===== config.mk =====
export PLATFORM = sky130hd
export DESIGN_NAME = fetch_pc_gen_flat
export DESIGN_NICKNAME = d
export VERILOG_FILES = /design/src/rtl/fetch_pkg.sv /design/src/rtl/fetch_pc_gen_if.sv /design/src/rtl/fetch_inflight_ctr.sv /design/src/rtl/fetch_pc_gen.sv /design/src/flat_wrapper.sv
export SDC_FILE = /design/constraint.sdc
export NUM_CORES = 1
export LEC_CHECK = 0
export CORE_UTILIZATION = 45
export DETAILED_ROUTE_END_ITERATION = 7
export GPL_ROUTABILITY_DRIVEN = 0
export HOLD_SLACK_MARGIN = 0.15
export PLACE_DENSITY = 0.89
export SLEW_MARGIN = 40
export SYNTH_ARGS = -nofsm -noshare
export SYNTH_HDL_FRONTEND = slang
export SYNTH_HIERARCHICAL = 1
export SYNTH_SLANG_ARGS = --single-unit

===== constraint.sdc =====
create_clock -name clk -period 6.6 [get_ports clk]
set_clock_uncertainty 0.15 [all_clocks]
set_input_delay 1.32 -clock clk [delete_from_list [all_inputs] [get_ports clk]]
set_output_delay 1.32 -clock clk [all_outputs]
set_load 0.1 [all_outputs]

===== src/rtl/fetch_pkg.sv =====
// fetch_pkg: constants and helpers shared by the IF-stage fetch address logic.
//   RESET_VEC / EXC_VEC : default reset and exception entry vectors
//   redir_e / redir_sel : redirect source encoding and its priority order
//   clog2               : elaboration-time width helper
package fetch_pkg;

    localparam logic [31:0] RESET_VEC = 32'hbfc0_0000;
    localparam logic [31:0] EXC_VEC   = 32'hbfc0_0380;

    typedef enum logic [1:0] {
        REDIR_NONE = 2'd0,
        REDIR_ERET = 2'd1,
        REDIR_EXC  = 2'd2,
        REDIR_BR   = 2'd3
    } redir_e;

    // eret beats exception, exception beats branch
    function automatic redir_e redir_sel(input logic eret, input logic exc, input logic br);
        if (eret)     return REDIR_ERET;
        else if (exc) return REDIR_EXC;
        else if (br)  return REDIR_BR;
        else          return REDIR_NONE;
    endfunction

    function automatic int unsigned clog2(input int unsigned v);
        int unsigned r;
        r = 0;
        for (int unsigned i = 0; i < 32; i++) begin
            if ((32'd1 << i) < v) r = i + 1;
        end
        return r;
    endfunction

endpackage


===== src/rtl/fetch_pc_gen_if.sv =====
// fetch_pc_gen_if: instruction-memory request/response bundle.
//   req_valid/req_ready : fetch request handshake
//   req_addr/req_mask   : group-aligned address and per-slot valid mask
//   resp_valid          : one in-order response returned
//   resp_discard        : response belongs to a stale request
// master = fetch address generator, slave = instruction memory side.
interface fetch_pc_gen_if #(
    parameter int unsigned FETCH_W = 1
) ();

    logic               req_valid;
    logic               req_ready;
    logic [31:0]        req_addr;
    logic [FETCH_W-1:0] req_mask;
    logic               resp_valid;
    logic               resp_discard;

    modport master (
        output req_valid, req_addr, req_mask, resp_discard,
        input  req_ready, resp_valid
    );

    modport slave (
        input  req_valid, req_addr, req_mask, resp_discard,
        output req_ready, resp_valid
    );

endinterface


===== src/rtl/fetch_inflight_ctr.sv =====
// fetch_inflight_ctr: outstanding-request and stale-request counters.
//   clk, rst     : clock, async active-high reset
//   fire         : a request is accepted this cycle
//   resp_valid   : a response returns this cycle (in order)
//   redir        : redirect; everything in flight (plus a firing request) goes stale
//   stale_inc    : one more request (the firing one) is stale
//   outst        : accepted requests not yet answered
//   resp_discard : current response is stale
module fetch_inflight_ctr #(
    parameter int unsigned CNT_W = 3
) (
    input  logic             clk,
    input  logic             rst,
    input  logic             fire,
    input  logic             resp_valid,
    input  logic             redir,
    input  logic             stale_inc,
    output logic [CNT_W-1:0] outst,
    output logic             resp_discard
);

    logic [CNT_W-1:0] outst_q, outst_d;
    logic [CNT_W-1:0] stale_q, stale_d;
    logic             stale_nz;

    assign stale_nz = (stale_q != '0);

    always_comb begin
        outst_d = outst_q + CNT_W'(fire) - CNT_W'(resp_valid);
        if (redir)
            stale_d = outst_q + CNT_W'(fire) - CNT_W'(resp_valid);
        else
            stale_d = stale_q - CNT_W'(resp_valid & stale_nz) + CNT_W'(stale_inc);
    end

    always_ff @(posedge clk or posedge rst) begin
        if (rst) begin
            outst_q <= '0;
            stale_q <= '0;
        end else begin
            outst_q <= outst_d;
            stale_q <= stale_d;
        end
    end

    assign outst        = outst_q;
    assign resp_discard = resp_valid & stale_nz;

    a_no_spurious_resp: assert property (@(posedge clk) disable iff (rst)
        !(resp_valid && outst_q == '0));

endmodule


===== src/rtl/fetch_pc_gen.sv =====
// fetch_pc_gen: IF-stage fetch address generator.
//   clk, reset       : clock, async active-high reset
//   stall            : IF cannot accept new fetches
//   eret/epc         : redirect to epc
//   exc_oc           : redirect to EXC_ADDR
//   br_take/br_target: redirect to branch target
//   mem (master)     : request handshake, aligned address, slot mask, response discard
//   pc               : current fetch PC
//   outst            : accepted-but-unanswered requests
module fetch_pc_gen
    import fetch_pkg::*;
#(
    parameter logic [31:0] RESET_ADDR = RESET_VEC,
    parameter logic [31:0] EXC_ADDR   = EXC_VEC,
    parameter int unsigned FETCH_W    = 1,
    parameter int unsigned MAX_OUTST  = 2
) (
    input  logic        clk,
    input  logic        reset,
    input  logic        stall,
    input  logic        eret,
    input  logic [31:0] epc,
    input  logic        exc_oc,
    input  logic        br_take,
    input  logic [31:0] br_target,
    fetch_pc_gen_if.master mem,
    output logic [31:0] pc,
    output logic [2:0]  outst
);

    localparam int unsigned GB      = 4 * FETCH_W;
    localparam int unsigned OFF_W   = clog2(GB);
    localparam logic [31:0] GB_MASK = ~(32'(GB) - 32'd1);

    logic [31:0] pc_q, pc_d;
    logic [31:0] pend_addr_q, pend_addr_d;
    logic        hold_q, hold_d;
    logic        pend_q, pend_d;
    logic        redir_now;
    logic [31:0] target;
    logic        req_valid;
    logic        fire;
    logic        stale_inc;
    logic [31:0] seq_pc;

    assign redir_now = eret | exc_oc | br_take;

    always_comb begin
        case (redir_sel(eret, exc_oc, br_take))
            REDIR_ERET: target = epc;
            REDIR_EXC:  target = EXC_ADDR;
            default:    target = br_target;
        endcase
    end

    // A held request stays valid whatever stall/redirect do; reset forces it low.
    assign req_valid = ~reset & (hold_q |
                       (~stall & (outst < 3'(MAX_OUTST)) & ~redir_now & ~pend_q));
    assign fire      = req_valid & mem.req_ready;
    assign seq_pc    = (pc_q & GB_MASK) + 32'(GB);

    always_comb begin
        pc_d        = pc_q;
        pend_d      = pend_q;
        pend_addr_d = pend_addr_q;
        stale_inc   = 1'b0;
        hold_d      = req_valid & ~mem.req_ready;
        if (redir_now) begin
            if (hold_q && !fire) begin
                // pc must stay on the held request; park the newest target
                pend_d      = 1'b1;
                pend_addr_d = target;
            end else begin
                pc_d   = target;
                pend_d = 1'b0;
            end
        end else if (fire) begin
            if (pend_q) begin
                // held request was already wrong-path when it fired
                pc_d      = pend_addr_q;
                pend_d    = 1'b0;
                stale_inc = 1'b1;
            end else begin
                pc_d = seq_pc;
            end
        end
    end

    always_ff @(posedge clk or posedge reset) begin
        if (reset) begin
            pc_q        <= RESET_ADDR;
            pend_addr_q <= '0;
            hold_q      <= 1'b0;
            pend_q      <= 1'b0;
        end else begin
            pc_q        <= pc_d;
            pend_addr_q <= pend_addr_d;
            hold_q      <= hold_d;
            pend_q      <= pend_d;
        end
    end

    generate
        if (FETCH_W == 1) begin : g_mask1
            assign mem.req_mask = '1;
        end else begin : g_maskn
            logic [OFF_W-3:0] slot;
            assign slot = pc_q[OFF_W-1:2];
            always_comb begin
                for (int unsigned i = 0; i < FETCH_W; i++)
                    mem.req_mask[i] = (i >= 32'(slot));
            end
        end
    endgenerate

    fetch_inflight_ctr #(
        .CNT_W(3)
    ) u_ctr (
        .clk          (clk),
        .rst          (reset),
        .fire         (fire),
        .resp_valid   (mem.resp_valid),
        .redir        (redir_now),
        .stale_inc    (stale_inc),
        .outst        (outst),
        .resp_discard (mem.resp_discard)
    );

    assign mem.req_valid = req_valid;
    assign mem.req_addr  = pc_q & GB_MASK;
    assign pc            = pc_q;

endmodule


===== src/flat_wrapper.sv =====
// flat-port wrapper written by rule: the top's interface ports become plain ports
module fetch_pc_gen_flat import fetch_pkg::*;
#(
    parameter logic [31:0] RESET_ADDR = RESET_VEC,
    parameter logic [31:0] EXC_ADDR   = EXC_VEC,
    parameter int unsigned FETCH_W    = 1,
    parameter int unsigned MAX_OUTST  = 2
)
  (clk, reset, stall, eret, epc, exc_oc, br_take, br_target, pc, outst, mem_req_valid, mem_req_addr, mem_req_mask, mem_resp_discard, mem_req_ready, mem_resp_valid);
  fetch_pc_gen_if #(.FETCH_W(FETCH_W)) mem_i ();
  input  logic clk;
  input  logic reset;
  input  logic stall;
  input  logic eret;
  input  logic [31:0] epc;
  input  logic exc_oc;
  input  logic br_take;
  input  logic [31:0] br_target;
  output logic [31:0] pc;
  output logic [2:0] outst;
  output wire logic [$bits(mem_i.req_valid)-1:0] mem_req_valid;
  output wire logic [$bits(mem_i.req_addr)-1:0] mem_req_addr;
  output wire logic [$bits(mem_i.req_mask)-1:0] mem_req_mask;
  output wire logic [$bits(mem_i.resp_discard)-1:0] mem_resp_discard;
  input wire logic [$bits(mem_i.req_ready)-1:0] mem_req_ready;
  input wire logic [$bits(mem_i.resp_valid)-1:0] mem_resp_valid;
  assign mem_req_valid = mem_i.req_valid;
  assign mem_req_addr = mem_i.req_addr;
  assign mem_req_mask = mem_i.req_mask;
  assign mem_resp_discard = mem_i.resp_discard;
  assign mem_i.req_ready = mem_req_ready;
  assign mem_i.resp_valid = mem_resp_valid;
  fetch_pc_gen #(.RESET_ADDR(RESET_ADDR), .EXC_ADDR(EXC_ADDR), .FETCH_W(FETCH_W), .MAX_OUTST(MAX_OUTST)) u_core (.clk(clk), .reset(reset), .stall(stall), .eret(eret), .epc(epc), .exc_oc(exc_oc), .br_take(br_take), .br_target(br_target), .mem(mem_i), .pc(pc), .outst(outst));
endmodule

==> impl_metrics.env, run 1 <==
export IMPL_root_buffer="clkbuf_8"
export IMPL_p_leak_nw=2.575
export IMPL_n_fill_cell=897
export IMPL_num_rows=37
export IMPL_status="completed"
export IMPL_cts_setup_buffers=0
export IMPL_vdd_ir_drop_max_mv=0.2262
export IMPL_final_antenna_net_count=0
export IMPL_drive_gt1_frac=0.1946
export IMPL_path_buf_inv=3
export IMPL_pwr_share_comb=0.528
export IMPL_share_seq_of_total_power=0.314
export IMPL_synthSimpleGateAreaFrac=0.1950
export IMPL_antenna_found_initial=0
export IMPL_hold_viol=0
export IMPL_slowest_delay_ns=0.72
export IMPL_yosysTopAreaCell="dfrtp_1"
export IMPL_drtIter0Drc=380
export IMPL_tightest_slew_ns=0.8216
export IMPL_hp_class="flip-flop to flip-flop"
export IMPL_synthesis_instances=572
export IMPL_syn_area_per_cell_um2=8.345
export IMPL_seqCellArea_mm2=0.001813
export IMPL_tritoncts="done"
export IMPL_whs_ns=0.3327
export IMPL_port_buffers=138
export IMPL_synth_fa_ha_area_frac=0.02674
export IMPL_dr_pass1_iters=5
export IMPL_p_int_mw=0.9493
export IMPL_clk_pin_slew_worst_paths_ns=0.07
export IMPL_p_clk_frac=0.158
export IMPL_stdcell_count=799
export IMPL_areaGrowthSynthToFinish_pct=22.67
export IMPL_synth_compound_area_frac=0.2595
export IMPL_setup_worst_path_class="input port to output pin"
export IMPL_path_delay_family="buffers and inverters"
export IMPL_grt_pass1_vias=4751
export IMPL_yosys_most_used_dff="dfrtp_1"
export IMPL_htreeDepth=3
export IMPL_coreArea_mm2=0.01032
export IMPL_yosysUniqueCellTypes=63
export IMPL_grt_pass1_wl_um=22760
export IMPL_cp_common_cell="nor2_1"
export IMPL_required_ns=5.13
export IMPL_switching_share=0.5360
export IMPL_synth_area_leaders="dfrtp_1 33%, o21ai_0 5.8%, buf_4 5.2%, a21oi_1 5.1%, dfstp_2 5.0%"
export IMPL_crit_path_end_kind="output pin"
export IMPL_multiInputGateArea_mm2=0.002509
export IMPL_synth_top_cell_area_share=0.3303
export IMPL_crit_chain="clkdlybuf4s50_1, nor3_4, clkinv_1, nor2_1, a21oi_1, nor2_1, buf_4"
export IMPL_syn_area_mm2=0.004773
export IMPL_synth_seq_area_share=0.3798
export IMPL_synth_ff_latch_count=72
export IMPL_numCtsBuffers=9
export IMPL_vias_per_cell=6.090
export IMPL_ctsResizeCount=0
export IMPL_yosysWarnings=6
export IMPL_setup_viol=0
export IMPL_fin_setup_tns_ns=0
export IMPL_vias=4866
export IMPL_synth_top_family_by_area="compound AO/OA/AOI/OAI gates"
export IMPL_cellPowerDensity_mw_per_mm2=349.4
export IMPL_dieArea_mm2=0.01102
export IMPL_grt_max_degree=62
export IMPL_dp_hpwl_um=9874
export IMPL_die_h_um=105.0
export IMPL_die_w_um=105.0
export IMPL_wire_per_inst_um=17.64
export IMPL_num_io_pins=142
export IMPL_start_util=0.4624
export IMPL_nets=741
export IMPL_cap_violations=0
export IMPL_async_flop_share=1.000
export IMPL_drcViolationCount=0
export IMPL_fmax_mhz=179.2
export IMPL_synth_edff_count=0
export IMPL_drv_slew=0
export IMPL_rsz0062_at_grt="no"
export IMPL_clk_latency_ns=0.35
export IMPL_grt_use_total=0.2629
export IMPL_critical_path_max_fanout=25
export IMPL_drt_total_wl_um=14090
export IMPL_grt_overflow_total=0
export IMPL_muxShareOfSynthArea=0.01940
export IMPL_fin_crit_ns=5.581
export IMPL_clock_path_buffers=2
export IMPL_p_sw_mw=1.097
export IMPL_postCtsHoldBufs=0
export IMPL_crit_arrival_ns=4.11
export IMPL_synthXorXnorAreaFrac=0.01887
export IMPL_cts_num_sinks=72
export IMPL_timing_final_crit_share=0.8456
export IMPL_place_inst=785
export IMPL_maxSlewHeadroom=0.4516
export IMPL_critPathSlowestCell="nor2_1"
export IMPL_start_kind="input port"
export IMPL_diodes=0
## cells in the mapped netlist (all sizes together), types with 12 or more instances
master  number
o21ai       56
clkbuf      29
nor3        12
nand2       61
a21oi       49
buf         41
nand3       15
inv         22
a22oi       20
o31ai       12
dfrtp       63
nor2        53
## cell type report
type / instances / area share
repair buffers: 146 / 0.1893
clock buffers: 14 / 0.02949
flip-flops and latches: 72 / 0.3096
multi-input cells: 409 / 0.4284
well taps: 136 / 0.02906
inverters: 22 / 0.01410
## final timing paths
kind / start / cells past startpoint / slack, ns / to
setup reg to reg: u_core/pend_q$_DFFE_PP0P_ / 11 / 3.36 / u_core/u_ctr/stale_q[2]$_DFF_PP0_
setup / recovery: eret / 7 / 1.02 / mem_req_valid
max in group asynchronous: reset / 3 / 4.08 / u_core/pc[15]$_DFFE_PP0P_
min in group asynchronous: reset / 2 / 1.21 / u_core/u_ctr/stale_q[2]$_DFF_PP0_
hold reg to reg: u_core/pend_addr_q[26]$_DFFE_PP0P_ / 2 / 0.33 / u_core/pend_addr_q[26]$_DFFE_PP0P_
hold / removal: u_core/pend_addr_q[26]$_DFFE_PP0P_ / 2 / 0.33 / u_core/pend_addr_q[26]$_DFFE_PP0P_
## metrics by stage
stage	area (µm²)	setup slack (ns)	power, mW	util
global placement	6011	1.403	1.771	0.5822
global route	5856	0.8306	2.123	0.5672
floorplan	4777	1.117	1.554	-
CTS	5856	1.436	2.047	0.5672
detailed placement	5683	1.254	1.728	0.5505
finish	5856	1.019	2.046	0.5672
## routing by layer
layer,wire (µm),up-vias,GRT usage,part of all wire
li1,-,2213,-,-
met4,481,0,0.1469,0.034
met1,5510,2301,0.3121,0.39
met2,6867,310,0.4522,0.49
met3,1231,42,0.04304,0.087
met5,0,-,0,0
## placed cells by master (no fill, tap or decap), types with 8 or more instances in the layout
cell type,instances
o31ai_1,12
nand3_1,14
clkdlybuf4s50_1,71
nand4_1,10
buf_2,66
a211oi_1,8
o21ai_0,55
inv_1,20
nand2_1,61
a22oi_1,20
dfstp_2,9
clkbuf_8,12
a21oi_1,49
buf_4,9
dfrtp_1,63
nor2_1,53
nor3_1,11
## power by group through the flow
| stage | clock (mW) | combinational, mW | sequential (mW) |
|---|---|---|---|
| floorplan | 0 | 0.601 | 0.953 |
| finish | 0.322 | 1.08 | 0.643 |
| detailed placement | 0 | 1.08 | 0.650 |
| global route | 0.339 | 1.13 | 0.658 |
| global placement | 0 | 1.13 | 0.643 |
| CTS | 0.324 | 1.08 | 0.643 |
## registers in the layout (all words and copies together), names as in the netlist
name,flops
u_core/pc,32
u_core/pend_addr_q,32
u_core/u_ctr/outst,3
u_core/u_ctr/stale_q,3
u_core/hold_q,1
u_core/pend_q,1
## kinds of logic (layout without fill, tap and decap cells)
logic type | count (synthesis) | after routing
buf+inv | 92 | 182
mux | 8 | 8
xor+xnor | 7 | 7
simple gates | 187 | 187
other cells | 2 | 3
compound gates | 195 | 195
flops | 72 | 72
fa+ha+maj | 9 | 9
## worst reg2reg max path: cells and delay by family, from the launching register on
kind	cells	cell delay (ns)
AO/OA/AOI/OAI	1	0.20
adder cells (fa/ha/maj)	3	0.85
XOR/XNOR	1	0.39
buffers and inverters	2	0.08
AND/OR/NAND/NOR	3	0.80
flip-flops	1	0.38
multiplexers	1	0.26
Note: power is estimated with default switching activity, not from simulation.
==> inputs of run 2 (changes only) <==
clock period = 5.18 ns   (was 6.6 ns; I/O delays follow)
==> run 2 against run 1 <==
Clock power up 25%. Critical path depth up 8. First-iteration DRC count up 34%. Highest routed layer unchanged. Sequential power up 27%. Count of clock-buffer cells in the layout up 1. Setup slack better by 0.17 ns. Register-to-register slack worse by 1.2 ns. Power up 27%. Non-clock buffer count up 2. Global-route usage down 0.95 points. Routed wire length up 0.35%.
==> impl_metrics.env, run 2 (same netlist as run 1, synthesis figures left out) <==
export IMPL_reg2reg_depth=11
export IMPL_holdPathStages=2
export IMPL_drv_slew=0
export IMPL_grt_pass1_vias=4424
export IMPL_worst_slack_ns=1.194
export IMPL_fmax_mhz=250.9
export IMPL_cellPowerDensity_mw_per_mm2=441.2
export IMPL_postPlaceCellArea_mm2=0.005715
export IMPL_drt_total_wl_um=14140
export IMPL_worstReg2RegStart="u_core/u_ctr/outst[1]$_DFF_PP0_"
export IMPL_setup_worst_path_class="input port to flip-flop"
export IMPL_hold_start="u_core/pend_addr_q[15]$_DFFE_PP0P_"
export IMPL_antenna_found_initial=0
export IMPL_setup_viol=0
export IMPL_numCtsBuffers=9
export IMPL_grt_use_met1=0.3340
export IMPL_hold_viol=0
export IMPL_cap_violations=0
export IMPL_rrSetupSlack_ns=2.17
export IMPL_areaGrowthSynthToFinish_pct=23.54
export IMPL_grt_max_degree=51
export IMPL_final_common_cell="clkdlybuf4s50_1"
export IMPL_dp_hpwl_um=9871
export IMPL_coreArea_mm2=0.01032
export IMPL_mostFrequentLayoutCells="71 x clkdlybuf4s50_1, 65 x buf_2, 63 x dfrtp_1, 61 x nand2_1, 55 x o21ai_0"
export IMPL_vdd_ir_drop_max_mv=0.2744
export IMPL_critical_path_max_fanout=8
export IMPL_drcViolationCount=0
export IMPL_tightest_slew_ns=0.8244
export IMPL_clk_pin_slew_worst_paths_ns=0.08
export IMPL_met2_usage=0.4196
export IMPL_vias_per_cell=6.075
export IMPL_timing_final_crit_share=0.7696
export IMPL_hp_class="flip-flop to flip-flop"
export IMPL_ctsResizeCount=0
export IMPL_die_w_um=105.0
export IMPL_rsz0062_at_grt="no"
export IMPL_dr_pass1_iters=6
export IMPL_nets=743
export IMPL_cts_setup_buffers=0
export IMPL_p_leak_nw=2.592
export IMPL_busiest_layer="met2"
export IMPL_cts_num_sinks=72
export IMPL_drtIter0Drc=510
export IMPL_final_area_mm2=0.005897
export IMPL_crit_arrival_ns=4.07
export IMPL_power_total_mw=2.602
export IMPL_dieArea_mm2=0.01102
export IMPL_crit_path_end_kind="flip-flop"
export IMPL_grtUsageMet3=0.03431
export IMPL_post_place_ws_ns=0.8466
export IMPL_postCtsHoldBufs=0
export IMPL_clock_path_buffers=2
export IMPL_grt_overflow_total=0
export IMPL_vias=4878
export IMPL_start_kind="input port"
export IMPL_r2r_end="u_core/u_ctr/stale_q[2]$_DFF_PP0_"
export IMPL_required_ns=5.26
export IMPL_final_antenna_net_count=0
export IMPL_clk_latency_ns=0.34
export IMPL_start_util=0.4624
export IMPL_drive_gt1_frac=0.1979
export IMPL_fin_crit_ns=3.986
export IMPL_tritoncts="done"
export IMPL_port_buffers=138
export IMPL_root_buffer="clkbuf_8"
export IMPL_die_h_um=105.0
export IMPL_htreeDepth=3
export IMPL_grt_pass1_wl_um=21990
export IMPL_min_to="u_core/pend_addr_q[15]$_DFFE_PP0P_"
export IMPL_wire_per_inst_um=17.61
export IMPL_num_rows=37
export IMPL_diodes=0
export IMPL_num_io_pins=142
export IMPL_fin_setup_tns_ns=0
export IMPL_status="completed"
export IMPL_maxSlewHeadroom=0.4498
export IMPL_grt_use_total=0.2533
## run 2: worst max path at each step
stage / startpoint / endpoint / slack, ns / depth (start not counted)
5_1_grt: eret / u_core/u_ctr/stale_q[2]$_DFF_PP0_ / 1.03 / 15
6_report: eret / u_core/u_ctr/stale_q[2]$_DFF_PP0_ / 1.19 / 15
2_1_floorplan: eret / u_core/u_ctr/stale_q[2]$_DFF_PP0_ / 0.48 / 13
3_3_place_gp: eret / u_core/u_ctr/stale_q[2]$_DFF_PP0_ / 0.95 / 15
4_1_cts: eret / u_core/u_ctr/stale_q[2]$_DFF_PP0_ / 1.21 / 15
3_5_place_dp: eret / u_core/u_ctr/stale_q[2]$_DFF_PP0_ / 0.85 / 15
## run 2: power by group
group	internal, mW	leakage (nW)	switching (mW)	total (mW)
Combinational	0.319	1.59	1.06	1.38
Clock	0.201	0.0877	0.201	0.402
Sequential	0.684	0.917	0.133	0.817
Total	1.20	2.59	1.40	2.60
## run 2: per-layer routing
metal | part of all wire | up-vias
li1 | - | 2211
met1 | 0.40 | 2301
met2 | 0.48 | 322
met3 | 0.095 | 44
met4 | 0.023 | 0
met5 | 0 | -
## run 2: stage by stage
| step | util | hold slack [ns] | instances |
|---|---|---|---|
| 3_5_place_dp | 0.5536 | 0.3126 | 787 |
| 2_1_floorplan | - | 0.2913 | 573 |
| 6_report | 0.5712 | 0.3243 | 803 |
| 5_1_grt | 0.5712 | 0.3514 | 803 |
| 3_3_place_gp | 0.5849 | 0.3053 | 787 |
| 4_1_cts | 0.5702 | 0.3292 | 803 |
## run 2: area by class of cell
cell class / count / area, µm²
Clock buffer: 15 / 166.4
Clock inverter: 1 / 5.005
Fill cell: 910 / 4427
Inverter: 22 / 85.08
Multi-Input combinational cell: 409 / 2519
Sequential cell: 72 / 1813
Tap cell: 136 / 170.2
Timing Repair Buffer: 148 / 1139
## run 2: critical path: stages
cell and delay (ns):
clkdlybuf4s50_1 0.48, nor3_4 0.21, inv_1 0.08, nor2_1 0.08, buf_4 0.16, a21oi_1 0.10
nor2_2 0.18, and2_1 0.15, inv_1 0.05, ha_1 0.28, inv_1 0.04, ha_1 0.18
fa_1 0.38, xnor3_2 0.38, mux2_4 0.26
==> inputs of run 3 (changes only) <==
CORE_UTILIZATION = 43   (was 45)
clock period = 3.34 ns   (was 5.18 ns; I/O delays follow)
==> run 3 against run 2 <==
First-iteration DRC count fell by 16%. Cell count rose by 2.0%. Via count rose by 1.8%. Sequential power rose by 57%. Routed wire length rose by 2.0%. Critical path depth fell by 1. Largest cell class unchanged.
==> impl_metrics.env, run 3 (same netlist as run 1, synthesis figures left out) <==
export IMPL_crit_start="exc_oc"
export IMPL_wire_per_inst_um=17.62
export IMPL_fmax_mhz=311.8
export IMPL_p_clk_frac=0.166
export IMPL_n_fill_cell=919
export IMPL_timing_final_crit_share=0.9601
export IMPL_setup_viol=0
export IMPL_clk_latency_ns=0.34
export IMPL_grt_max_degree=41
export IMPL_pwr_share_comb=0.535
export IMPL_drcViolationCount=0
export IMPL_dr_pass1_iters=5
export IMPL_root_buffer="clkbuf_8"
export IMPL_share_seq_of_total_power=0.300
export IMPL_crit_path_end_kind="flip-flop"
export IMPL_power_total_mw=4.271
export IMPL_die_h_um=107.4
export IMPL_postCtsHoldBufs=0
export IMPL_switching_share=0.5190
export IMPL_final_antenna_net_count=0
export IMPL_fin_crit_ns=3.207
export IMPL_grt_pass1_vias=4680
export IMPL_final_common_cell="buf_4"
export IMPL_dp_hpwl_um=10360
export IMPL_areaGrowthSynthToFinish_pct=31.22
export IMPL_tightest_slew_ns=0.7880
export IMPL_critical_path_max_fanout=3
export IMPL_tritoncts="done"
export IMPL_die_w_um=107.4
export IMPL_diodes=0
export IMPL_worst_slack_ns=0.1331
export IMPL_port_buffers=138
export IMPL_vias_per_cell=6.062
export IMPL_vdd_ir_drop_max_mv=0.4179
export IMPL_status="completed"
export IMPL_setup_worst_path_class="input port to flip-flop"
export IMPL_rrSetupSlack_ns=0.49
export IMPL_hold_viol=0
export IMPL_numCtsBuffers=9
export IMPL_num_io_pins=142
export IMPL_p_int_mw=2.055
export IMPL_htreeDepth=3
export IMPL_grt_use_total=0.2566
export IMPL_hp_class="flip-flop to flip-flop"
export IMPL_cts_setup_buffers=0
export IMPL_drv_slew=0
export IMPL_p_sw_mw=2.217
export IMPL_maxSlewHeadroom=0.4727
export IMPL_mostFrequentLayoutCells="83 x buf_4, 71 x clkdlybuf4s50_1, 61 x nand2_1, 61 x dfrtp_1, 55 x o21ai_0"
export IMPL_clock_path_buffers=2
export IMPL_coreArea_mm2=0.01084
export IMPL_antenna_found_initial=0
export IMPL_endpoint="u_core/u_ctr/stale_q[2]$_DFF_PP0_"
export IMPL_grt_pass1_wl_um=22930
export IMPL_reg2reg_depth=11
export IMPL_p_leak_nw=2.714
export IMPL_grt_overflow_total=0
export IMPL_vias=4965
export IMPL_place_inst=803
export IMPL_nets=755
export IMPL_start_kind="input port"
export IMPL_num_rows=38
export IMPL_r2r_end="u_core/u_ctr/stale_q[2]$_DFF_PP0_"
export IMPL_post_place_ws_ns=-0.2266
export IMPL_stdcell_count=819
export IMPL_dieArea_mm2=0.01153
export IMPL_cap_violations=0
export IMPL_drt_total_wl_um=14430
export IMPL_cellPowerDensity_mw_per_mm2=681.9
export IMPL_ctsResizeCount=0
export IMPL_drtIter0Drc=430
export IMPL_start_util=0.4403
export IMPL_crit_arrival_ns=3.29
export IMPL_rsz0062_at_grt="no"
export IMPL_cts_num_sinks=72
export IMPL_required_ns=3.43
export IMPL_worstReg2RegStart="u_core/u_ctr/outst[1]$_DFF_PP0_"
export IMPL_drive_gt1_frac=0.2239
export IMPL_clk_pin_slew_worst_paths_ns=0.08
## run 3: cell count changes in the layout (fill, tap and decap cells not counted), sizes merged
cell      previous run  this run
clkinvlp             0         2
clkbuf              15        12
buf                 77        89
bufinv               0         1
## run 3: cell type report
class	instances	area [µm²]	area share
multi-input combinational	409	2537	0.4051
tap	140	175.2	0.02797
timing repair buffer	160	1454	0.2321
inverter	22	82.58	0.01318
clock inverter	4	53.80	0.008590
sequential	72	1815	0.2899
clock buffer	12	145.1	0.02317
## run 3: per-stage QoR
step           setup TNS (ns)  area (µm²)  utilization  hold WS [ns]
2_1_floorplan         -0.3572        4810            -        0.2913
3_3_place_gp          -0.1197        6057       0.5587        0.3083
3_5_place_dp          -0.3467        6065       0.5594        0.3148
4_1_cts                     0        6264       0.5778        0.3333
5_1_grt                     0        6264       0.5778        0.3584
6_report                    0        6264       0.5778        0.3308
## run 3: worst max-delay path, cell delays in order
cell             delay (ns)
clkdlybuf4s50_1        0.48
nor3_4                 0.22
inv_2                  0.08
nor2_4                 0.11
a21oi_2                0.08
nor2_4                 0.13
and2_1                 0.14
inv_1                  0.05
ha_1                   0.27
inv_1                  0.04
ha_2                   0.18
fa_2                   0.35
xnor3_2                0.24
mux2_4                 0.27
## run 3: worst min path at each step
stage / start / endpoint / slack (ns) / depth (start not counted)
after floorplan: u_core/pend_addr_q[15]$_DFFE_PP0P_ / u_core/pend_addr_q[15]$_DFFE_PP0P_ / 0.29 / 2
after global placement: u_core/pend_addr_q[10]$_DFFE_PP0P_ / u_core/pend_addr_q[10]$_DFFE_PP0P_ / 0.31 / 2
after detailed placement: u_core/pend_addr_q[8]$_DFFE_PP0P_ / u_core/pend_addr_q[8]$_DFFE_PP0P_ / 0.31 / 2
after CTS: u_core/pend_addr_q[8]$_DFFE_PP0P_ / u_core/pend_addr_q[8]$_DFFE_PP0P_ / 0.33 / 2
after global routing: u_core/pend_addr_q[0]$_DFFE_PP0P_ / u_core/pend_addr_q[0]$_DFFE_PP0P_ / 0.36 / 2
final: u_core/pend_addr_q[8]$_DFFE_PP0P_ / u_core/pend_addr_q[8]$_DFFE_PP0P_ / 0.33 / 2
## run 3: power groups by stage
stage          Clock [mW]  Combinational, mW  Sequential, mW
2_1_floorplan           0               1.19            1.89
5_1_grt             0.752               2.38            1.31
4_1_cts             0.713               2.28            1.28
3_5_place_dp            0               2.27            1.29
3_3_place_gp            0               2.22            1.28
6_report            0.708               2.28            1.28
## run 3: routing by layer
layer,wire (µm),vias to the layer above,global-route usage
li1,-,2236,-
met1,5706,2374,0.3234
met2,7022,308,0.4290
met3,1295,47,0.05024
met4,402,0,0.1086
met5,0,-,0
